`config.mk`:
```
export PLATFORM = sky130hd
export DESIGN_NAME = mem_arbiter
export DESIGN_NICKNAME = d
export VERILOG_FILES = /design/src/rtl/mem_arbiter_pkg.sv /design/src/rtl/mem_arb_pick.sv /design/src/rtl/mem_arbiter.sv
export SDC_FILE = /design/constraint.sdc
export NUM_CORES = 1
export LEC_CHECK = 0
export BUFFER_PORTS_ARGS = -buffer_cell sky130_fd_sc_hd__buf_4
export CORE_ASPECT_RATIO = 0.5
export CORE_MARGIN = 2
export CORE_UTILIZATION = 25
export DETAILED_ROUTE_END_ITERATION = 12
export GPL_TIMING_DRIVEN = 0
export SETUP_SLACK_MARGIN = 0.02
export SLEW_MARGIN = 0
export SYNTH_ARGS = -nofsm -noshare
export SYNTH_HDL_FRONTEND = slang
export SYNTH_HIERARCHICAL = 1
export SYNTH_SLANG_ARGS = --single-unit
export TNS_END_PERCENT = 50
```
`constraint.sdc`:
```
create_clock -name clk -period 2.6 [get_ports clk]
set_input_delay 0.13 -clock clk [delete_from_list [all_inputs] [get_ports clk]]
set_output_delay 0.13 -clock clk [all_outputs]
set_load 0.05 [all_outputs]
```
`src/rtl/mem_arbiter_pkg.sv`:
```
// Shared encodings for the memory-port arbiter: FSM states and transaction owner codes.
package mem_arbiter_pkg;

    localparam int ADDR_W = 32;
    localparam int WORD_W = 32;
    localparam int STRB_W = 4;

    typedef enum logic [1:0] {
        ST_IDLE  = 2'd0,
        ST_REQ   = 2'd1,
        ST_DATA  = 2'd2,
        ST_DRAIN = 2'd3
    } state_e;

    typedef enum logic [1:0] {
        OWN_NONE = 2'd0,
        OWN_I    = 2'd1,
        OWN_D    = 2'd2
    } owner_e;

endpackage

```
`src/rtl/mem_arb_pick.sv`:
```
// Combinational winner selection between dcache and icache, with the icache starvation guard.
module mem_arb_pick #(
    parameter int STARVE_LIMIT = 4,
    parameter int CNT_W        = 3
) (
    input  logic             d_req_i,
    input  logic             i_req_i,
    input  logic [CNT_W-1:0] starve_cnt_i,
    output logic             gnt_i_o,
    output logic             gnt_d_o,
    output logic [CNT_W-1:0] starve_cnt_o
);

    logic starve_hit;

    always_comb begin
        starve_hit   = (starve_cnt_i == CNT_W'(STARVE_LIMIT));
        gnt_i_o      = i_req_i & (starve_hit | ~d_req_i);
        gnt_d_o      = d_req_i & ~gnt_i_o;
        starve_cnt_o = starve_cnt_i;
        if (gnt_i_o) begin
            starve_cnt_o = '0;
        end else if (gnt_d_o && i_req_i && !starve_hit) begin
            starve_cnt_o = starve_cnt_i + CNT_W'(1);
        end
    end

endmodule

```
`src/rtl/mem_arbiter.sv`:
```
// Shares one sram-like memory port between icache refills and dcache accesses,
// one owner-tracked transaction at a time; flush silently drains icache traffic.
module mem_arbiter #(
    parameter int LEN_W        = 4,
    parameter int STARVE_LIMIT = 4
) (
    input  logic             clk,
    input  logic             rst,
    input  logic             flush,
    input  logic             i_req,
    input  logic [31:0]      i_addr,
    input  logic [LEN_W-1:0] i_len,
    output logic             i_addr_ok,
    output logic             i_data_ok,
    output logic             i_last,
    input  logic             d_req,
    input  logic             d_wr,
    input  logic [31:0]      d_addr,
    input  logic [LEN_W-1:0] d_len,
    input  logic [3:0]       d_wstrb,
    input  logic [31:0]      d_wdata,
    output logic             d_addr_ok,
    output logic             d_data_ok,
    output logic             d_last,
    output logic [31:0]      rdata,
    output logic             mem_req,
    output logic             mem_wr,
    output logic [31:0]      mem_addr,
    output logic [LEN_W-1:0] mem_len,
    output logic [3:0]       mem_wstrb,
    output logic [31:0]      mem_wdata,
    input  logic             mem_addr_ok,
    input  logic             mem_data_ok,
    input  logic [31:0]      mem_rdata,
    input  logic             mem_last,
    output logic             busy,
    output logic             proto_err
);

    import mem_arbiter_pkg::*;

    localparam int CNT_W = $clog2(STARVE_LIMIT + 1);

    state_e             state_q, state_d;
    owner_e             owner_q;
    logic [ADDR_W-1:0]  addr_q;
    logic [LEN_W-1:0]   len_q;
    logic               wr_q;
    logic [STRB_W-1:0]  wstrb_q;
    logic [WORD_W-1:0]  wdata_q;
    logic [LEN_W-1:0]   beat_q;
    logic [CNT_W-1:0]   starve_q;
    logic [CNT_W-1:0]   starve_d;
    logic               flush_seen_q;
    logic               proto_err_q;

    logic i_vld, gnt_i, gnt_d, grant;
    logic last_beat, beat, i_flushed;

    assign i_vld     = i_req & ~flush;
    assign grant     = (state_q == ST_IDLE) & (gnt_i | gnt_d);
    assign last_beat = (beat_q == len_q);
    assign beat      = mem_data_ok & ((state_q == ST_DATA) | (state_q == ST_DRAIN));
    assign i_flushed = (owner_q == OWN_I) & (flush_seen_q | flush);

    mem_arb_pick #(
        .STARVE_LIMIT (STARVE_LIMIT),
        .CNT_W        (CNT_W)
    ) u_pick (
        .d_req_i      (d_req),
        .i_req_i      (i_vld),
        .starve_cnt_i (starve_q),
        .gnt_i_o      (gnt_i),
        .gnt_d_o      (gnt_d),
        .starve_cnt_o (starve_d)
    );

    always_ff @(posedge clk or negedge rst) begin
        if (!rst) begin
            state_q <= ST_IDLE;
        end else begin
            state_q <= state_d;
        end
    end

    // Completion is always decided by the beat counter, never by mem_last.
    always_comb begin
        state_d = state_q;
        case (state_q)
            ST_IDLE: begin
                if (gnt_i || gnt_d) state_d = ST_REQ;
            end
            ST_REQ: begin
                if (mem_addr_ok) state_d = i_flushed ? ST_DRAIN : ST_DATA;
            end
            ST_DATA: begin
                if (mem_data_ok && last_beat)              state_d = ST_IDLE;
                else if (owner_q == OWN_I && flush)        state_d = ST_DRAIN;
            end
            ST_DRAIN: begin
                if (mem_data_ok && last_beat) state_d = ST_IDLE;
            end
            default: state_d = ST_IDLE;
        endcase
    end

    always_comb begin
        mem_req   = (state_q == ST_REQ);
        mem_wr    = mem_req & wr_q;
        mem_addr  = mem_req ? addr_q  : '0;
        mem_len   = mem_req ? len_q   : '0;
        mem_wstrb = mem_req ? wstrb_q : '0;
        mem_wdata = mem_req ? wdata_q : '0;
        i_addr_ok = mem_req & mem_addr_ok & (owner_q == OWN_I) & ~(flush_seen_q | flush);
        d_addr_ok = mem_req & mem_addr_ok & (owner_q == OWN_D);
        i_data_ok = (state_q == ST_DATA) & mem_data_ok & (owner_q == OWN_I) & ~flush;
        d_data_ok = (state_q == ST_DATA) & mem_data_ok & (owner_q == OWN_D);
        i_last    = i_data_ok & last_beat;
        d_last    = d_data_ok & last_beat;
        busy      = (state_q != ST_IDLE);
        proto_err = proto_err_q;
        rdata     = mem_rdata;
    end

    always_ff @(posedge clk or negedge rst) begin
        if (!rst) begin
            owner_q      <= OWN_NONE;
            addr_q       <= '0;
            len_q        <= '0;
            wr_q         <= 1'b0;
            wstrb_q      <= '0;
            wdata_q      <= '0;
            beat_q       <= '0;
            starve_q     <= '0;
            flush_seen_q <= 1'b0;
            proto_err_q  <= 1'b0;
        end else begin
            if (grant) begin
                owner_q      <= gnt_i ? OWN_I : OWN_D;
                addr_q       <= gnt_i ? i_addr : d_addr;
                len_q        <= gnt_i ? i_len : (d_wr ? '0 : d_len);
                wr_q         <= gnt_d & d_wr;
                wstrb_q      <= (gnt_d & d_wr) ? d_wstrb : '0;
                wdata_q      <= gnt_i ? '0 : d_wdata;
                starve_q     <= starve_d;
                flush_seen_q <= 1'b0;
            end else if (state_q != ST_IDLE && state_d == ST_IDLE) begin
                owner_q <= OWN_NONE;
            end
            if (state_q == ST_REQ && owner_q == OWN_I && flush) begin
                flush_seen_q <= 1'b1;
            end
            if (state_q == ST_REQ && mem_addr_ok) begin
                beat_q <= '0;
            end else if (beat) begin
                beat_q <= beat_q + LEN_W'(1);
            end
            // Stray beats, or mem_last disagreeing with the counted last beat, latch the error.
            if (mem_data_ok && (state_q == ST_IDLE || state_q == ST_REQ)) begin
                proto_err_q <= 1'b1;
            end else if (beat && (mem_last != last_beat)) begin
                proto_err_q <= 1'b1;
            end
        end
    end

endmodule
```
==> impl_summary.log, run 1 <==
[metrics] Worst R2R Start: starve_q[0]$_DFFE_PN0P_
[metrics] die height: roughly 100 um
[metrics] final critical-path share of the clock period: between 80% and 90%
[metrics] switching part of the total: 43.6%
[metrics] deepest clock path buffer count: 2
[metrics] share of power burned in registers: a little under a third
[metrics] total half-perimeter wirelength after legalization and detailed placement: approximately 11000 um
[metrics] combinational fraction of design power: 50.5%
[metrics] critical path capture point type: flop
[metrics] sequential cell area fraction in the yosys report: between 40% and 50%
[metrics] horizontal die dimension: roughly 200 um
[metrics] worst min-delay path category: in2async
[metrics] top-area cell type share of the netlist area: 47.0%
[metrics] unrepaired setup endpoints after global routing: false
[metrics] Slew Viols, Final: 0
[metrics] Syn Inst Count: ~440
[metrics] Maximum Capacitance Violations: 0
[metrics] startpoint class of the critical path: flop
[metrics] number of enable flip-flop cells after synthesis: 0
[metrics] Fin Hold WS: -0.0216 ns
[metrics] final worst clock skew: between 0.01 and 0.015 ns
[metrics] library cell used as clock root buffer: sky130_fd_sc_hd__clkbuf_16
[metrics] post-synthesis sequential element count: 86
[metrics] final-stage net count: between 800 and 900
[metrics] cell-internal power: ~4 mW
[metrics] DRC violations left: 0
[metrics] total nets after synthesis: between 500 and 600
[metrics] power density over the cells: 1010 nW/um2
[metrics] via count of the routed design: between 4000 and 5000
[metrics] area delta synth->final: 54.2%
[metrics] total number of H-tree levels: 3
[metrics] number of violations reported at the end of detailed-routing iteration 0: 132
[metrics] total inserted antenna cells: 0
[metrics] part of the power in the clock network: 17.8%
[metrics] worst-case vdd ir drop: approximately 0.00037 V
[metrics] required time reported for the critical path endpoint: ~2.8 ns
[metrics] final-report hold violation count: 12
[metrics] initial antenna violation count: 0
[metrics] Final Cell Area: slightly above 7000 um2
[metrics] Leak Pwr: 3.52 nW
[metrics] layout cell share with drive strength beyond 1: between 40% and 50%
[metrics] count of filler cells inserted in the layout: 1757
[metrics] Num Clock Sinks: 86
[metrics] Cells after DPL: 903
[metrics] number of global-route vias before repair: between 4000 and 5000
[metrics] row count: 34
[metrics] top cells by area in the synthesized netlist: sky130_fd_sc_hd__dfrtp_1 (47%), sky130_fd_sc_hd__and2_1 (10%), sky130_fd_sc_hd__mux2i_1 (7.2%), sky130_fd_sc_hd__a22o_1 (6.9%), sky130_fd_sc_hd__buf_4 (5.9%)
[metrics] most instantiated flip-flop cell in the synthesis netlist: sky130_fd_sc_hd__dfrtp_1
[metrics] area used by multi-input combinational logic: roughly 2000 um2
[metrics] instance area after placement: around 6600 um2
[metrics] Worst Path Class, Setup: reg2reg
[metrics] P_sw: around 3.1 mW
[metrics] setup slack of the critical path after layout: 0.413 ns
[metrics] placement-stage worst setup slack: between 0.3 and 0.4 ns
[metrics] Routed WL per cell: between 15 and 20 um
[metrics] Num CTS Buffers: 9
[metrics] arrival time worst endpoint: 2.38 ns
[metrics] GP Congestion: approximately 0.75
[metrics] global-route wire length before repair: 21900 um
[metrics] Die ar.: between 15000 and 20000 um2
[metrics] worst-case headroom to the max-slew limit: between 20% and 30%
[metrics] count of warnings emitted by yosys: 6
[metrics] source of the critical timing path: starve_q[0]$_DFFE_PN0P_
[metrics] upper clock frequency limit: 0.457 GHz
[metrics] ys async rst share: 100%
[metrics] post-synthesis cell type with the largest combined area: sky130_fd_sc_hd__dfrtp_1
[metrics] total global routing track utilization: around 14%
[metrics] number of non-filler instances in the completed layout: 935
[metrics] number of I/O pins: approximately 260
[metrics] post-synthesis instance area: ~4600 um2
[metrics] maximum number of pins on one net before global-route repair: between 80 and 90
[metrics] effective utilization at floorplan: ~26%
[metrics] wire length reported by the detailed router: about 14000 um
[metrics] final number of setup-violating endpoints: 0
[metrics] number of detailed-routing iterations run before antenna repair: 4
[metrics] worst-path fanout max: 10
[metrics] clock insertion delay at the later pin of the skew report: approximately 0.34 ns
[metrics] via-per-instance ratio: between 4 and 5
[metrics] Power, Total: 7.11 mW
[metrics] cell with the most instances after synthesis: sky130_fd_sc_hd__dfrtp_1
[metrics] Worst-path clk slew: approximately 0.07 ns
[metrics] TritonCTS clock tree: built
[metrics] buffers added on ports: 230
[metrics] Final Critical Period: between 2 and 2.5 ns
[metrics] core area: around 18000 um2
[metrics] failing checks: hold timing
[metrics] average cell area after synthesis: roughly 10 um2
[metrics] Sequential cell area: around 2200 um2
[metrics] transition time at the pin with the least slew margin: about 1.1 ns
[metrics] remaining global-route overflow: 0
[metrics] run status: finished with violations
[metrics] final-layout setup total negative slack: 0 ns
[metrics] antenna-violating nets left: 0
[metrics] commonest cells in the synthesized netlist: sky130_fd_sc_hd__dfrtp_1 (86), sky130_fd_sc_hd__and2_1 (74), sky130_fd_sc_hd__nand2_1 (40)
[metrics] count of cell types in the netlist: 40
## routing by layer
| metal | share of wire [%] | track usage [%] | up-vias | wire (um) |
|---|---|---|---|---|
| met4 | 1.4 | 3.88 | 0 | 204 |
| met5 | 0 | 0 | - | 0 |
| li1 | - | - | 1991 | - |
| met1 | 41 | 16.9 | 1938 | 5840 |
| met3 | 3.5 | 2.95 | 15 | 500 |
| met2 | 54 | 27.0 | 106 | 7620 |
## cell families after synthesis
group / synth area share (%)
buffers and inverters: 10.3
DFF: 47.0
adders and majority gates: 0.819
and+or+nand+nor: 17.7
muxes: 8.19
AOI/OAI and AO/OA: 14.7
xor gates and xnor gates: 1.34
## placed cells by master (no fill, tap or decap), types with 4 or more instances in the layout
cell type	instances
sky130_fd_sc_hd__a21oi_1	6
sky130_fd_sc_hd__a22o_1	36
sky130_fd_sc_hd__a22oi_1	4
sky130_fd_sc_hd__and2_1	74
sky130_fd_sc_hd__buf_2	6
sky130_fd_sc_hd__buf_4	266
sky130_fd_sc_hd__buf_6	10
sky130_fd_sc_hd__clkbuf_16	9
sky130_fd_sc_hd__clkbuf_2	6
sky130_fd_sc_hd__dfrtp_1	86
sky130_fd_sc_hd__dlygate4sd3_1	16
sky130_fd_sc_hd__inv_1	5
sky130_fd_sc_hd__mux2i_1	33
sky130_fd_sc_hd__nand2_1	40
sky130_fd_sc_hd__nand2b_1	4
sky130_fd_sc_hd__nor2_1	5
sky130_fd_sc_hd__nor2b_1	5
sky130_fd_sc_hd__o21ai_0	38
sky130_fd_sc_hd__xnor2_1	5
## timing repair
| action | in CTS | in global routing |
|---|---|---|
| hold buffers | 16 | 0 |
| resized for setup | 0 | 0 |
| setup buffers | 0 | 0 |
| endpoints found under the hold margin | 16 | 0 |
## state kept, by name (all words and copies together) (netlist names)
register      cells
owner_q           2
state_q           2
flush_seen_q      1
addr_q           32
proto_err         1
starve_q          3
beat_q            4
wr_q              1
wstrb_q           4
wdata_q          32
len_q             4
## worst max-delay path, cell delays in order (launching register included)
cell and delay (ns):
sky130_fd_sc_hd__dfrtp_1 0.41, sky130_fd_sc_hd__inv_1 0.06, sky130_fd_sc_hd__ha_1 0.23, sky130_fd_sc_hd__a21bo_2 0.22
sky130_fd_sc_hd__and2_1 0.15, sky130_fd_sc_hd__buf_4 0.16, sky130_fd_sc_hd__o21ai_4 0.27, sky130_fd_sc_hd__clkbuf_1 0.39
sky130_fd_sc_hd__o21ai_0 0.17
## power by group through the flow
stage	Clock, mW	Sequential, mW	Combinational [mW]
floorplan	0	2.17	2.56
global placement	0	2.25	3.58
detailed placement	0	2.27	3.63
CTS	1.31	2.26	3.65
global route	1.37	2.34	3.88
finish	1.27	2.25	3.59
## per-stage QoR
stage	util [%]	hold WS (ns)
after global placement	37.4	0.348
after detailed placement	37.4	0.351
after global routing	40.0	0.000902
after floorplan	-	-0.166
after CTS	40.0	0.000163
final	40.0	-0.0216
## worst paths after layout
| kind | slack, ns | depth (start not counted) | to |
|---|---|---|---|
| max | 0.41 | 8 | addr_q[5]$_DFFE_PN0P_ |
| min | -0.02 | 1 | addr_q[23]$_DFFE_PN0P_ |
| max reg2reg | 0.41 | 8 | addr_q[5]$_DFFE_PN0P_ |
| min reg2reg | 0.47 | 2 | addr_q[6]$_DFFE_PN0P_ |
| max in group asynchronous | 1.86 | 1 | addr_q[6]$_DFFE_PN0P_ |
| min in group clk | 0.01 | 2 | wdata_q[23]$_DFFE_PN0P_ |
## final cells by class
class / count / area share [%]
Buffer: 61 / 6.43
Clock buffer: 12 / 3.77
Clock inverter: 4 / 0.425
Inverter: 5 / 0.266
Multi-Input combinational cell: 287 / 27.8
Sequential cell: 86 / 30.5
Tap cell: 234 / 4.15
Timing Repair Buffer: 246 / 26.7
No activity file was read; power rests on OpenSTA's default activity.
==> inputs of run 2 (changes only) <==
clock period = 1.8 ns   (was 2.6 ns; I/O delays follow)
==> impl_summary.log, run 2 (synthesized netlist as in run 1, its figures left out) <==
[metrics] wire length reported by the detailed router: 15800 um (+11%)
[metrics] Worst-path clk slew: 0.06 ns (about the same)
[metrics] total number of H-tree levels: 3 (unchanged)
[metrics] arrival time worst endpoint: 2.04 ns (-0.34 ns)
[metrics] final worst clock skew: 0.00471 ns (-0.00591 ns)
[metrics] Worst Path Class, Setup: reg2reg
[metrics] total inserted antenna cells: 0 (unchanged)
[metrics] number of I/O pins: 263 (unchanged)
[metrics] P_sw: 4.87 mW (+57%)
[metrics] final critical-path share of the clock period: 102% (+17 points)
[metrics] Num CTS Buffers: 9 (unchanged)
[metrics] run status: finished with violations
[metrics] global-route wire length before repair: 23500 um (+7.6%)
[metrics] commonest cells after routing, fill and taps aside: sky130_fd_sc_hd__buf_4 (274), sky130_fd_sc_hd__dfrtp_1 (80), sky130_fd_sc_hd__and2_1 (73)
[metrics] maximum number of pins on one net before global-route repair: 87 (unchanged)
[metrics] r2r endpoint: starve_q[0]$_DFFE_PN0P_
[metrics] antenna-violating nets left: 0 (unchanged)
[metrics] number of cells on the worst reg-to-reg path: 8 (unchanged)
[metrics] number of global-route vias before repair: 4519 (+6.4%)
[metrics] number of violations reported at the end of detailed-routing iteration 0: 169 (+28%)
[metrics] final core area utilization: 44.5% (+4.5 points)
[metrics] GP Congestion: 0.767 (+2.7%)
[metrics] startpoint class of the critical path: flop
[metrics] final-report hold violation count: 13 (+1)
[metrics] count of filler cells inserted in the layout: 1694 (-3.6%)
[metrics] total half-perimeter wirelength after legalization and detailed placement: 11000 um (+1.6%)
[metrics] via count of the routed design: 4335 (+7.0%)
[metrics] core area: 17700 um2 (unchanged)
[metrics] Slew Viols, Final: 0 (unchanged)
[metrics] area delta synth->final: 71.6%
[metrics] upper clock frequency limit: 0.547 GHz (+20%)
[metrics] effective utilization at floorplan: 26.0% (unchanged)
[metrics] remaining global-route overflow: 0 (unchanged)
[metrics] clock insertion delay at the later pin of the skew report: 0.33 ns (about the same)
[metrics] Die ar.: 19500 um2 (unchanged)
[metrics] initial antenna violation count: 0 (unchanged)
[metrics] total global routing track utilization: 15.4% (+0.99 points)
[metrics] combinational fraction of design power: 54.9% (+4.4 points)
[metrics] worst-case headroom to the max-slew limit: 24.4% (-0.47 points)
[metrics] die height: 99.7 um (unchanged)
[metrics] critical path capture point type: flop
[metrics] Maximum Capacitance Violations: 0 (unchanged)
[metrics] horizontal die dimension: 195 um (unchanged)
[metrics] library cell used as clock root buffer: sky130_fd_sc_hd__clkbuf_16
[metrics] Leak Pwr: 3.86 nW (+9.8%)
[metrics] Routed WL per cell: 16.1 um (+6.6%)
[metrics] Num Clock Sinks: 86 (unchanged)
[metrics] part of the power in the clock network: 16.3% (-1.5 points)
[metrics] final-stage net count: 891 (+5.1%)
[metrics] layout cell share with drive strength beyond 1: 50.5% (+5.2 points)
[metrics] switching part of the total: 42.5% (-1.2 points)
[metrics] register-to-register setup slack: -0.03 ns (-0.44 ns)
[metrics] cell-internal power: 6.59 mW (+65%)
[metrics] buffers added on ports: 230 (unchanged)
[metrics] DRC violations left: 0 (unchanged)
[metrics] instance area after placement: 6640 um2 (+0.44%)
[metrics] worst-path fanout max: 6 (-4)
[metrics] required time reported for the critical path endpoint: 2.02 ns (-0.78 ns)
[metrics] Fin Hold WS: -0.0391 ns (-0.0175 ns)
[metrics] final number of setup-violating endpoints: 3 (+3)
[metrics] Final Cell Area: 7860 um2 (+11%)
[metrics] row count: 34 (unchanged)
[metrics] Sequential cell area: 2160 um2 (+0.35%)
[metrics] transition time at the pin with the least slew margin: 1.13 ns (+0.00700 ns)
[metrics] via-per-instance ratio: 4.44 (+2.4%)
[metrics] worst-case vdd ir drop: 0.000703 V (+91%)
[metrics] Final Critical Period: 1.83 ns (-0.360 ns)
[metrics] failing checks: hold timing, setup timing
[metrics] worst min-delay path category: in2async
[metrics] area used by multi-input combinational logic: 2110 um2 (+7.8%)
[metrics] number of detailed-routing iterations run before antenna repair: 4 (unchanged)
[metrics] largest registers: addr_q (32), wdata_q (32)
[metrics] power density over the cells: 1460 nW/um2 (+45%)
[metrics] final-layout setup total negative slack: -0.0731 ns (-0.0731 ns)
[metrics] unrepaired setup endpoints after global routing: true
[metrics] Worst R2R Start: starve_q[1]$_DFFE_PN0P_
[metrics] most common cell after layout, fill and taps aside: sky130_fd_sc_hd__buf_4
[metrics] share of power burned in registers: 28.8% (-2.9 points)
[metrics] setup slack of the critical path after layout: -0.0272 ns (-0.440 ns)
[metrics] deepest clock path buffer count: 2 (unchanged)
[metrics] TritonCTS clock tree: built
run 2: cell count changes in the layout (fill, tap and decap cells not counted), sizes merged:
cell	delta
buf	+21
bufinv	+1
clkinv	-1
dlygate4sd3	+21
run 2: metal layers:
layer | up-vias | routed length, um | GRT usage [%]
met5 | - | 0 | 0
met4 | 0 | 261 | 3.93
met3 | 21 | 573 | 2.68
met2 | 121 | 8370 | 28.9
met1 | 2115 | 6560 | 18.4
li1 | 2078 | - | -
run 2: area by class of cell:
cell class,count,share of cell area [%]
inverters,5,0.239
clock inverters,4,0.605
flip-flops and latches,86,27.5
well taps,234,3.72
multi-input cells,287,26.9
plain buffers,58,6.94
repair buffers,292,31.0
clock buffers,11,3.09
run 2: power groups by stage:
stage,Sequential (mW),Clock (mW),Combinational [mW]
finish,3.30,1.87,6.29
global route,3.40,1.99,6.73
CTS,3.22,1.92,5.66
detailed placement,3.28,0,5.27
global placement,3.26,0,5.19
floorplan,3.15,0,3.72
run 2: per-stage QoR:
stage | power (mW) | hold slack (ns) | worst slack (ns) | instances
2_1_floorplan | 6.87 | -0.206 | -0.0530 | 439
3_3_place_gp | 8.45 | 0.308 | -0.341 | 903
3_5_place_dp | 8.55 | 0.312 | -0.404 | 903
4_1_cts | 10.8 | 0.0228 | 0.00924 | 966
5_1_grt | 12.1 | 0.0374 | -0.0745 | 977
6_report | 11.5 | -0.0391 | -0.0272 | 977
run 2: repair_timing:
action,CTS,global route
resized for setup,31,79
hold buffers,37,0
setup buffers,12,6
pin swaps,3,42
cloned,1,6
endpoints found under the hold margin,39,0
endpoints found under the setup margin,157,124
run 2: worst max path at each step:
stage	cells past startpoint	to	start
5_1_grt	4	i_last	beat_q[1]$_DFFE_PN0P_
4_1_cts	4	i_last	len_q[1]$_DFFE_PN0P_
3_5_place_dp	8	addr_q[15]$_DFFE_PN0P_	starve_q[1]$_DFFE_PN0P_
3_3_place_gp	8	addr_q[10]$_DFFE_PN0P_	starve_q[0]$_DFFE_PN0P_
6_report	8	starve_q[0]$_DFFE_PN0P_	starve_q[1]$_DFFE_PN0P_
2_1_floorplan	8	starve_q[0]$_DFFE_PN0P_	starve_q[0]$_DFFE_PN0P_
run 2: worst max-delay path, cell delays in order (launching register included):
cell and delay [ns]:
sky130_fd_sc_hd__dfrtp_1 0.37, sky130_fd_sc_hd__inv_2 0.06, sky130_fd_sc_hd__ha_4 0.16, sky130_fd_sc_hd__a21bo_4 0.21
sky130_fd_sc_hd__and2_4 0.18, sky130_fd_sc_hd__o21ai_4 0.17, sky130_fd_sc_hd__buf_12 0.15, sky130_fd_sc_hd__buf_12 0.12
sky130_fd_sc_hd__mux2_4 0.29
